===== config.mk =====
export PLATFORM = sky130hd
export DESIGN_NAME = adder_pipe
export DESIGN_NICKNAME = d
export VERILOG_FILES = /design/src/rtl/adder_pkg.sv /design/src/rtl/adder_pipe_stage.sv /design/src/rtl/adder_pipe.sv
export SDC_FILE = /design/constraint.sdc
export NUM_CORES = 1
export LEC_CHECK = 0
export ABC_AREA = 1
export BUFFER_PORTS_ARGS = -buffer_cell sky130_fd_sc_hd__buf_4
export CORE_MARGIN = 2
export CORE_UTILIZATION = 40
export CTS_BUF_LIST = sky130_fd_sc_hd__clkbuf_4 sky130_fd_sc_hd__clkbuf_8
export CTS_CLUSTER_SIZE = 8
export DETAILED_ROUTE_END_ITERATION = 12
export HOLD_SLACK_MARGIN = 0.08
export PLACE_DENSITY_LB_ADDON = 0.08
export REMOVE_ABC_BUFFERS = 1
export SLEW_MARGIN = 10
export SYNTH_ARGS = -nofsm -noshare
export SYNTH_HDL_FRONTEND = slang
export SYNTH_HIERARCHICAL = 1
export SYNTH_SLANG_ARGS = --single-unit

===== constraint.sdc =====
create_clock -name clk -period 5.5 [get_ports clk]
set_input_delay 0.55 -clock clk [delete_from_list [all_inputs] [get_ports clk]]
set_output_delay 0.55 -clock clk [all_outputs]
set_load 0.05 [all_outputs]

===== src/rtl/adder_pkg.sv =====
// Shared constants and elaboration helpers for the carry-pipelined adder.
// Used by adder_pipe and adder_pipe_stage (optional macro ADDER_PIPE_OVF_EN lives in those files).
package adder_pkg;

  localparam int unsigned DefaultWidth  = 16;
  localparam int unsigned DefaultStages = 4;

  // Bits handled by each pipeline stage.
  function automatic int unsigned slice_width(int unsigned width, int unsigned stages);
    return (stages == 0) ? width : width / stages;
  endfunction

  function automatic bit slicing_ok(int unsigned width, int unsigned stages);
    return (stages >= 1) && ((width % stages) == 0);
  endfunction

endpackage


===== src/rtl/adder_pipe_stage.sv =====
// One slice of the carry-pipelined adder: adds its SliceWidth bits and registers the result.
// With ADDER_PIPE_OVF_EN defined it also registers the signed-overflow flag.
module adder_pipe_stage
  import adder_pkg::*;
#(
  parameter int unsigned Width      = DefaultWidth,
  parameter int unsigned SliceWidth = 4,
  parameter int unsigned SliceIdx   = 0,
  parameter bit          IsLast     = 1'b0
) (
  input  logic             clk,
  input  logic             rst_n,
  input  logic             adv,
  input  logic             valid_i,
  input  logic [Width-1:0] a_i,
  input  logic [Width-1:0] b_i,
  input  logic [Width-1:0] psum_i,
  input  logic             carry_i,
  output logic             valid_o,
  output logic [Width-1:0] a_o,
  output logic [Width-1:0] b_o,
  output logic [Width-1:0] psum_o,
  output logic             carry_o
`ifdef ADDER_PIPE_OVF_EN
  ,
  output logic             ovf_o
`endif
);

  localparam int unsigned Lsb = SliceIdx * SliceWidth;

  logic                  en;
  logic                  valid_d, valid_q;
  logic                  carry_d, carry_q;
  logic [SliceWidth:0]   slice_add;
  logic [Width-1:0]      psum_new, psum_d, psum_q;
  logic [Width-1:0]      a_d, a_q, b_d, b_q;

  // Data only moves when a valid item advances, so bubbles never disturb held values.
  always_comb begin
    en        = adv && valid_i;
    slice_add = {1'b0, a_i[Lsb +: SliceWidth]} + {1'b0, b_i[Lsb +: SliceWidth]}
              + {{SliceWidth{1'b0}}, carry_i};
    psum_new  = psum_i;
    psum_new[Lsb +: SliceWidth] = slice_add[SliceWidth-1:0];
    valid_d   = adv ? valid_i : valid_q;
    psum_d    = en ? psum_new : psum_q;
    carry_d   = en ? slice_add[SliceWidth] : carry_q;
    a_d       = en ? a_i : a_q;
    b_d       = en ? b_i : b_q;
  end

  always_ff @(posedge clk or negedge rst_n) begin
    if (!rst_n) begin
      valid_q <= 1'b0;
    end else begin
      valid_q <= valid_d;
    end
  end

  // Operand bits already consumed are dead downstream and get trimmed.
  always_ff @(posedge clk) begin
    a_q <= a_d;
    b_q <= b_d;
  end

  if (IsLast) begin : g_out_regs
    always_ff @(posedge clk or negedge rst_n) begin
      if (!rst_n) begin
        psum_q  <= '0;
        carry_q <= 1'b0;
      end else begin
        psum_q  <= psum_d;
        carry_q <= carry_d;
      end
    end
  end else begin : g_mid_regs
    always_ff @(posedge clk) begin
      psum_q  <= psum_d;
      carry_q <= carry_d;
    end
  end

`ifdef ADDER_PIPE_OVF_EN
  logic ovf_d, ovf_q;

  // Only meaningful in the last stage, whose slice holds the MSB.
  always_comb begin
    ovf_d = ovf_q;
    if (en) begin
      ovf_d = (a_i[Width-1] == b_i[Width-1]) && (psum_new[Width-1] != a_i[Width-1]);
    end
  end

  always_ff @(posedge clk or negedge rst_n) begin
    if (!rst_n) begin
      ovf_q <= 1'b0;
    end else begin
      ovf_q <= ovf_d;
    end
  end

  assign ovf_o = ovf_q;
`endif

  assign valid_o = valid_q;
  assign a_o     = a_q;
  assign b_o     = b_q;
  assign psum_o  = psum_q;
  assign carry_o = carry_q;

endmodule


===== src/rtl/adder_pipe.sv =====
// WIDTH-bit adder split into STAGES registered slices with valid/ready flow control.
// Define ADDER_PIPE_OVF_EN to add the signed-overflow output ovf.
module adder_pipe
  import adder_pkg::*;
#(
  parameter int unsigned WIDTH  = DefaultWidth,
  parameter int unsigned STAGES = DefaultStages
) (
  input  logic             clk,
  input  logic             rst_n,
  input  logic             in_valid,
  output logic             in_ready,
  input  logic [WIDTH-1:0] a,
  input  logic [WIDTH-1:0] b,
  input  logic             cin,
  output logic             out_valid,
  input  logic             out_ready,
  output logic [WIDTH-1:0] sum,
  output logic             cout
`ifdef ADDER_PIPE_OVF_EN
  ,
  output logic             ovf
`endif
);

  localparam int unsigned SW = slice_width(WIDTH, STAGES);

  if (!slicing_ok(WIDTH, STAGES)) begin : g_bad_cfg
    $error("adder_pipe: WIDTH must be a non-zero multiple of STAGES");
  end

  logic             adv;
  logic             valid_p [STAGES+1];
  logic             carry_p [STAGES+1];
  logic [WIDTH-1:0] a_p     [STAGES+1];
  logic [WIDTH-1:0] b_p     [STAGES+1];
  logic [WIDTH-1:0] psum_p  [STAGES+1];

  // Whole pipe moves in lockstep; it only stalls when a finished result is not taken.
  assign adv      = !out_valid || out_ready;
  assign in_ready = adv;

  assign valid_p[0] = in_valid;
  assign carry_p[0] = cin;
  assign a_p[0]     = a;
  assign b_p[0]     = b;
  assign psum_p[0]  = '0;

`ifdef ADDER_PIPE_OVF_EN
  logic [STAGES-1:0] ovf_st;
`endif

  for (genvar k = 0; k < STAGES; k++) begin : g_stage
    adder_pipe_stage #(
      .Width     (WIDTH),
      .SliceWidth(SW),
      .SliceIdx  (k),
      .IsLast    (k == STAGES - 1)
    ) u_stage (
      .clk    (clk),
      .rst_n  (rst_n),
      .adv    (adv),
      .valid_i(valid_p[k]),
      .a_i    (a_p[k]),
      .b_i    (b_p[k]),
      .psum_i (psum_p[k]),
      .carry_i(carry_p[k]),
      .valid_o(valid_p[k+1]),
      .a_o    (a_p[k+1]),
      .b_o    (b_p[k+1]),
      .psum_o (psum_p[k+1]),
      .carry_o(carry_p[k+1])
`ifdef ADDER_PIPE_OVF_EN
      ,
      .ovf_o  (ovf_st[k])
`endif
    );
  end

  assign out_valid = valid_p[STAGES];
  assign sum       = psum_p[STAGES];
  assign cout      = carry_p[STAGES];

`ifdef ADDER_PIPE_OVF_EN
  assign ovf = ovf_st[STAGES-1];
  logic unused_ovf;
  assign unused_ovf = ^ovf_st;
`endif

  logic unused_tail;
  assign unused_tail = ^{a_p[STAGES], b_p[STAGES]};

endmodule


* Yosys cells after proc, flatten, opt, wreduce, memory -nomap -nowiden *
Index checks and enable logic that the tools add are counted.

storage, ports and cells
  bits of input ports = 37
  flip-flop bits (word level) = 144
  word-level logic and storage cells = 32

cells by class
  add/sub/neg operators = 8
  reductions and logical operators = 6

operators with widths
  cell                 count
  $add A4 B4 Y5        4
  $add A5 B1 Y5        4
  $logic_and A1 B1 Y1  4
  $logic_not A1 Y1     1
  $logic_or A1 B1 Y1   1

* Depth between registers and ports, before layout *
Gate-level depths: netlist of run 1.

  depth after elaboration = 3
  gate-level depth with buffers = 7
  gate-level depth less buffers = 6

* Cells and area by module *
The synthesis of run 1 kept the hierarchy.

modules (own cells, without submodules)
  module                                      seq. area each (um2)  instances  area an instance (um2)  cells an instance
  adder_pipe_stage at g_stage[0].u_stage ...  1496.4                2          1662.8                  75
  adder_pipe_stage at g_stage[3].u_stage      1411.4                1          1814.2                  128
  adder_pipe_stage at g_stage[1].u_stage      1496.4                1          1677.9                  79
  adder_pipe                                  0.0                   1          11.3                    3

* Least setup slack after synthesis of run 1 *
OpenSTA, ideal clock, no wires.

  path kind = reg-to-reg
  from = reg g_stage[3].u_stage.valid_q
  to = reg g_stage[0].u_stage.a_q[0] (enable)
  data required time = 5.097 ns
  slack = 2.862 ns
  setup time = 0.403 ns
  arrival time = 2.235 ns
  stages on the path, launching flop included = 4
  cell sequence = dfrtp_1 nand2_1 nand2_1 inv_1

on the way
  longest elaborated chain between the ends = 3

RTL lines
  element                    line                    text
  from (decl)                adder_pipe_stage.sv:33  logic valid_d, valid_q;
  from (signal assigned)     adder_pipe_stage.sv:57  valid_q <= valid_d;
  $logic_not A1 Y1           adder_pipe.sv:40        assign adv = !out_valid || out_ready;
  $logic_or A1 B1 Y1         adder_pipe.sv:40
  net in_ready               adder_pipe.sv:12        output logic in_ready,
  $logic_and A1 B1 Y1        adder_pipe_stage.sv:41  en = adv && valid_i;
  net g_stage[0].u_stage.en  adder_pipe_stage.sv:32  logic en;
  to (signal assigned)       adder_pipe_stage.sv:63  a_q <= a_d;
  to (decl)                  adder_pipe_stage.sv:37  logic [Width-1:0] a_d, a_q, b_d, b_q;

The timed path passes the listed nets, and every way through them passes these cells.
A chain may end at the register's enable or synchronous reset.

* Worst setup path after layout of run 1 *
  from = reg g_stage[3].u_stage.valid_q
  to = reg g_stage[0].u_stage.psum_q[0] (enable)

on the way
  longest elaborated chain between the ends = 3

RTL lines
  element                    line                    text
  $logic_not A1 Y1           adder_pipe.sv:40
  $logic_or A1 B1 Y1         adder_pipe.sv:40
  $logic_and A1 B1 Y1        adder_pipe_stage.sv:41
  net g_stage[0].u_stage.en  adder_pipe_stage.sv:32
  to (signal assigned)       adder_pipe_stage.sv:79  psum_q <= psum_d;
  to (decl)                  adder_pipe_stage.sv:36  logic [Width-1:0] psum_new, psum_d, psum_q;

The timed path passes the listed nets, and every way through them passes these cells.

==> reports/results.env, run 1 <==
CELLLEAKAGEPOWER_nW=1.92
SETUP_TOTAL_NEGATIVE_SLACK_NS=0
FINAL-SETUP-VIOL-COUNT=0
WORST_SLEW_PIN_SLEW_NS=1.11
NUM_ROWS=35
PWR_DENSITY_CELL_nW_PER_UM2=534
ROUTE.DETAILED.VIAS_PER_INST=4.47
NUMBER_OF_ROUTED_NETS_WITH_ANTENNA_VIOLATIONS=0
GRT_ANTENNA_BEFORE_REPAIR=0
OVERFLOW=0
RUN_STATUS='completed'
MET3_USAGE_PCT=3.55
MAX-CAP-VIOLATIONS=0
POWER.SHARE.SWITCHING_PCT=35.8
ROUTEDWLPERCELL_UM=12.8
DP_HPWL_UM=3610
HOLD_VIOLATIONS=0
DP_SLACK_NS=3.16
INTERNAL-POWER_mW=1.52
CORE_AREA_UM2=9110
START_UTIL_PCT=40.6
GLOBALROUTE.BUSIESTLAYER='met2'
CRITICAL_PATH.MOST_COMMON_CELL='nand2_1'
PLACED_CELL_AREA_UM2=4220
DIE_W_UM=100
ROUTED-VIA-COUNT=1943
CLKSINKCOUNT=96
MOSTFREQUENTLAYOUTCELL='edfxtp_1'
CPMAXSTAGEDELAYCELL='clkinv_1'
CTS_BUFFERS=9
INITIALDRTVIOLATIONCOUNT=88
TIGHTEST_HOLD_CHECK_TYPE='in2reg'
FIRST_PASS_GRT_WIRE_LENGTH_UM=9200
CRITICAL_PATH_PEAK_FANOUT=29
FINAL.PERIOD_UTILIZATION_PCT=39.5
POST_CTS.REPAIR.SETUP_BUFFERS=0
CRITPATHREQUIREDTIME_NS=5.25
CRITICAL-PATH-TOP-DELAY-FAMILY='buffers and inverters'
GLOBAL_ROUTE.USAGE.MET2_PCT=19.3
CLOCK_INSERTION_DELAY_WORST_SKEW_NS=0.35
NUM-NETS-FINAL=376
POWER.SHARE.SEQUENTIAL_PCT=47.6
TOTALPOWERFINAL_mW=2.37
AREAGROWTHSYNTHTOFINISH_PCT=19.9
WORST-R2R-SETUP-SLACK_NS=3.33
PLACE.PORT_BUFFERS=55
LAYOUT-DRIVE-GT1-SHARE_PCT=24.1
CLOCK-ROOT-BUFFER='clkbuf_8'
POST_CTS_RESIZED=0
SYNTH.CELL_AREA_UM2=3700
CLK_PIN_SLEW_WORST_PATHS_NS=0.09
WORST-PATH-BUF-INV=1
GRT_SETUP_UNREPAIRED='false'
GRTUSAGEMET1_PCT=15.8
ROUTE.DETAILED.DRC=0
WORSTPATHCELLLIST='nand2_1, nand2_1, clkinv_1'
CLOCKPOWERSHARE_PCT=19.7
REPORT.FINAL.SLEW_VIOL_COUNT=0
WORST_IR_DROP_VDD_mV=0.146
CRITICAL_PATH.ENDPOINT_TYPE='flip-flop'
SETUP_WS_NS=3.33
GRT_MAX_DEGREE=30
FINAL_DESIGN_AREA_NO_FILL_UM2=4440
GP_CONGESTION=0.706
TIMING.FMAX_GHz=0.460
WORST_HOLD_SLACK_NS=0.366
CRITICALPATHCATEGORY='reg2reg'
ARRIVAL_TIME_OF_THE_WORST_SETUP_PATH_NS=1.92
DIE_AREA_UM2=10000
SYN_AREA_PER_CELL_UM2=14.5
GRT_PASS1_VIAS=1937
CTS_TREE='built'
COMB_POWER_SHARE_PCT=32.8
CTSHOLDBUFFERS=1
TOP_LEVEL_PORTS=56
POSTSYNTHCELLCOUNT=255
ANTENNADIODECOUNT=0
TIMING.SLEW.HEADROOM_PCT=25.5
FIRST_PASS_ITERS=4
CRITPATHLAUNCHTYPE='flip-flop'
PERIOD_MINUS_SLACK_NS=2.17
POWER_SWITCHING_mW=0.848
MAX-CLOCK-PATH-BUFFERS=2
YS.WARNINGS.COUNT=6
FLOORPLAN.DIE.HEIGHT_UM=100
WORST_PATH_LARGEST_CELL_DELAY_NS=0.85
DETAIL_ROUTE.WIRELENGTH_UM=5560
MOSTFREQUENTLAYOUTCELLS='75 x edfxtp_1, 64 x nand2_1, 55 x buf_4, 30 x inv_1, 21 x dfrtp_1'
HTREE_LEVELS=3
MAXIMUM_CLOCK_SKEW_AT_FINAL_LAYOUT_NS=0.0138
GROUTE.USAGE.OVERALL_PCT=12.2
-- final timing paths --
kind                                               from                             to  depth (start not counted)
max in group asynchronous                         rst_n   g_stage[3].u_stage/psum_o[8]                          2
min in group asynchronous                         rst_n  g_stage[3].u_stage/psum_o[14]                          2
setup / recovery             g_stage[3].u_stage/valid_o   g_stage[0].u_stage/psum_o[0]                          3
hold reg to reg            g_stage[1].u_stage/psum_o[2]   g_stage[2].u_stage/psum_o[2]                          0
hold / removal                                    b[10]     g_stage[0].u_stage/b_o[10]                          1
setup reg to reg             g_stage[3].u_stage/valid_o   g_stage[0].u_stage/psum_o[0]                          3
-- stage by stage --
stage,util (%),cells
2_1_floorplan,-,252
3_3_place_gp,46.4,418
5_1_grt,48.7,435
4_1_cts,48.7,435
6_report,48.7,435
3_5_place_dp,46.4,418
-- power by group through the flow --
stage	registers [mW]	clock network, mW	logic (mW)
after floorplan	1.35	0	0.328
after global placement	1.14	0	0.782
after detailed placement	1.15	0	0.792
after CTS	1.13	0.480	0.793
after global routing	1.15	0.511	0.863
final	1.13	0.466	0.777
-- area by class of cell --
class / instances / area, um^2
fillers: 812 / 4670
flip-flops and latches: 96 / 2780
multi-input cells: 122 / 764
repair buffers: 56 / 423
clock buffers: 13 / 160
well taps: 111 / 139
inverters: 34 / 130
clock inverters: 3 / 43.8
-- registers in the layout (all words and copies together), names as in the netlist --
| register | flops |
|---|---|
| g_stage.u_stage/b_o | 24 |
| g_stage.u_stage/a_o | 24 |
| g_stage.u_stage/psum_o | 40 |
| g_stage.u_stage/carry_o | 4 |
| g_stage.u_stage/valid_o | 4 |
-- per-layer routing --
layer  vias to the layer above  part of all wire (%)
li1                        983                     -
met1                       910                    47
met2                        42                    47
met3                         8                   3.9
met4                         0                   1.6
met5                         -                     0
Note: power is estimated with default switching activity, not from simulation.
==> run 2, diff against run 1 <==
- clock period: 5.5 -> 1.8 ns (I/O delays scaled with it)
==> run 2 against run 1 <==
Effect of this change:
- global-route usage increased by 0.64 points
- non-clock buffer count grew 29
- die area stayed put
- utilization increased by 3.3 points
- clock power grew to 3.0 times the previous value
- largest cell class unchanged
- highest routed layer unchanged
==> reports/results.env, run 2 (synthesized netlist as in run 1, its figures left out) <==
RUN_STATUS='completed'
WORSTREGTOREGCELLS=4  # +1
INITIALDRTVIOLATIONCOUNT=45  # -49%
ROUTE.DETAILED.DRC=0  # unchanged
CRITICAL-PATH-TOP-DELAY-FAMILY='adder cells'
PWR_DENSITY_CELL_nW_PER_UM2=1540  # +190%
MAXIMUM_CLOCK_SKEW_AT_FINAL_LAYOUT_NS=0.00966  # -0.00411 ns
WORST_HOLD_SLACK_NS=0.177  # -0.190 ns
GRT_SETUP_UNREPAIRED='false'
PERIOD_MINUS_SLACK_NS=1.58  # -0.592 ns
NUM-NETS-FINAL=405  # +7.7%
CRITICALPATHCATEGORY='reg2reg'
FIRST_PASS_ITERS=4  # unchanged
WORST-PATH-BUF-INV=1  # unchanged
CRITICAL_PATH_PEAK_FANOUT=3  # -90%
CRITPATHLAUNCHTYPE='flip-flop'
HOLD_VIOLATIONS=0  # unchanged
FILL_CELLS=796  # -2.0%
CTS_BUFFERS=9  # unchanged
TIMING.SLEW.HEADROOM_PCT=81.0  # +55 points
LAYOUT.CORE_UTILIZATION_PCT=52.0  # +3.3 points
DETAIL_ROUTE.WIRELENGTH_UM=5670  # +1.9%
WORST_IR_DROP_VDD_mV=0.539  # +270%
ANTENNADIODECOUNT=0  # unchanged
GRT_ANTENNA_BEFORE_REPAIR=0  # unchanged
CLK_PIN_SLEW_WORST_PATHS_NS=0.09  # about the same
LAYOUT.AREA.SEQ_UM2=2780  # unchanged
CRITPATHREQUIREDTIME_NS=2.08  # -3.17 ns
CLKSINKCOUNT=96  # unchanged
FIRST_PASS_GRT_WIRE_LENGTH_UM=9720  # +5.6%
ROUTEDWLPERCELL_UM=12.2  # -4.4%
DIE_AREA_UM2=10000  # unchanged
WORST_PATH_LARGEST_CELL_DELAY_NS=0.47  # -0.38 ns
TOP_LEVEL_PORTS=56  # unchanged
GRT_MAX_DEGREE=30  # unchanged
GROUTE.USAGE.OVERALL_PCT=12.9  # +0.64 points
CLOCK-ROOT-BUFFER='clkbuf_8'
HTREE_LEVELS=3  # unchanged
ARRIVAL_TIME_OF_THE_WORST_SETUP_PATH_NS=1.86  # -0.06 ns
WORST-R2R-SETUP-SLACK_NS=0.22  # -3.11 ns
CPMAXSTAGEDELAYCELL='fa_1'
NUM_ROWS=35  # unchanged
CLOCK_INSERTION_DELAY_WORST_SKEW_NS=0.35  # about the same
NUMBER_OF_ROUTED_NETS_WITH_ANTENNA_VIOLATIONS=0  # unchanged
FINAL-SETUP-VIOL-COUNT=0  # unchanged
FINAL.PERIOD_UTILIZATION_PCT=87.9  # +48 points
CTSHOLDBUFFERS=26  # +25
START_UTIL_PCT=40.6  # unchanged
TIGHTEST_HOLD_CHECK_TYPE='in2reg'
CTS_TREE='built'
DP_HPWL_UM=3690  # +2.3%
CRITICAL_PATH.ENDPOINT_TYPE='flip-flop'
FINISH.CELL_COUNT_WITHOUT_FILLERS=464  # +6.7%
LAYOUT-DRIVE-GT1-SHARE_PCT=22.9  # -1.1 points
MAX-CAP-VIOLATIONS=0  # unchanged
CELLLEAKAGEPOWER_nW=2.05  # +6.5%
MOSTFREQUENTLAYOUTCELL='edfxtp_1'
TIMING.RR.START='g_stage[2].u_stage/a_o[12]'
HOLDCRITSTARTPOINT='cin'
OVERFLOW=0  # unchanged
MIN_DELAY_WORST_ENDPOINT='g_stage[0].u_stage/psum_o[0]'
GRT_PASS1_VIAS=2092  # +8.0%
FINAL_DESIGN_AREA_NO_FILL_UM2=4740  # +6.7%
ROUTED-VIA-COUNT=2063  # +6.2%
CORE_AREA_UM2=9110  # unchanged
WHS_PATH_DEPTH=2  # +1
DIE_W_UM=100  # unchanged
POST_CTS_RESIZED=0  # unchanged
TIMING.FMAX_GHz=0.632  # +37%
CRITICAL_PATH.REG2REG.ENDPOINT='g_stage[3].u_stage/psum_o[13]'
MAX-CLOCK-PATH-BUFFERS=2  # unchanged
REPORT.FINAL.SLEW_VIOL_COUNT=0  # unchanged
PLACE.PORT_BUFFERS=55  # unchanged
CRITICAL_PATH.MOST_COMMON_CELL='fa_1'
FLOORPLAN.DIE.HEIGHT_UM=100  # unchanged
WORST_SLEW_PIN_SLEW_NS=0.286  # -0.824 ns
LARGEST_REGISTER_FFS=40  # unchanged
POST_CTS.REPAIR.SETUP_BUFFERS=0  # unchanged
GP_CONGESTION=0.787  # +11%
ROUTE.DETAILED.VIAS_PER_INST=4.45  # -0.46%
MOSTFREQUENTLAYOUTCELLS='75 x edfxtp_1, 64 x nand2_1, 57 x buf_4, 31 x inv_1, 26 x dlygate4sd3_1'
MULTI_INPUT_AREA_UM2=764  # unchanged
AREAGROWTHSYNTHTOFINISH_PCT=27.9
PLACED_CELLS=422  # +0.96%
WORSTPATHCELLLIST='fa_1, inv_1, fa_1, o21ai_1'
PLACED_CELL_AREA_UM2=4280  # +1.3%
run 2: cell types whose count changed in the layout (fill, tap and decap cells not counted), sizes merged:
cell,change
dlygate4sd3,+25
clkbuf,-3
clkinvlp,+2
buf,+4
inv,+1
run 2: worst max path at each step:
stage	from	end	slack, ns	cells after the start
floorplan	g_stage[3].u_stage/valid_o	g_stage[0].u_stage/a_o[10]	-0.44	3
global placement	g_stage[2].u_stage/a_o[12]	g_stage[3].u_stage/psum_o[13]	0.27	4
detailed placement	g_stage[2].u_stage/a_o[12]	g_stage[3].u_stage/psum_o[13]	0.23	4
CTS	g_stage[2].u_stage/a_o[12]	g_stage[3].u_stage/psum_o[13]	0.21	4
global route	g_stage[2].u_stage/a_o[12]	g_stage[3].u_stage/psum_o[13]	0.12	4
finish	g_stage[2].u_stage/a_o[12]	g_stage[3].u_stage/psum_o[13]	0.22	4
run 2: cell type report:
type / count / share of cell area (%)
Clock buffer: 10 / 2.91
Clock inverter: 6 / 1.24
Inverter: 34 / 2.75
Multi-Input combinational cell: 122 / 16.1
Sequential cell: 96 / 58.7
Tap cell: 111 / 2.93
Timing Repair Buffer: 85 / 15.4
run 2: metal layers:
layer  vias to the layer above  wire (um)  part of all wire, %  track usage, %
met5                         -          0                    0               0
met4                         0        106                  1.9            6.95
met3                         9        188                  3.3            3.13
met2                        43       2730                   48            20.0
met1                       970       2650                   47            16.7
li1                       1041          -                    -               -
run 2: power by group:
part / switching, mW / internal (mW) / total [mW]
clock: 0.708 / 0.671 / 1.38
combinational: 1.66 / 0.820 / 2.47
sequential: 0.251 / 3.19 / 3.45
run 2: per-stage QoR:
step	setup slack, ns	TNS [ns]	power (mW)
2_1_floorplan	-0.435	-29.19	5.14
3_3_place_gp	0.268	0	5.94
3_5_place_dp	0.225	0	5.98
4_1_cts	0.207	0	7.42
5_1_grt	0.117	0	7.79
6_report	0.218	0	7.30
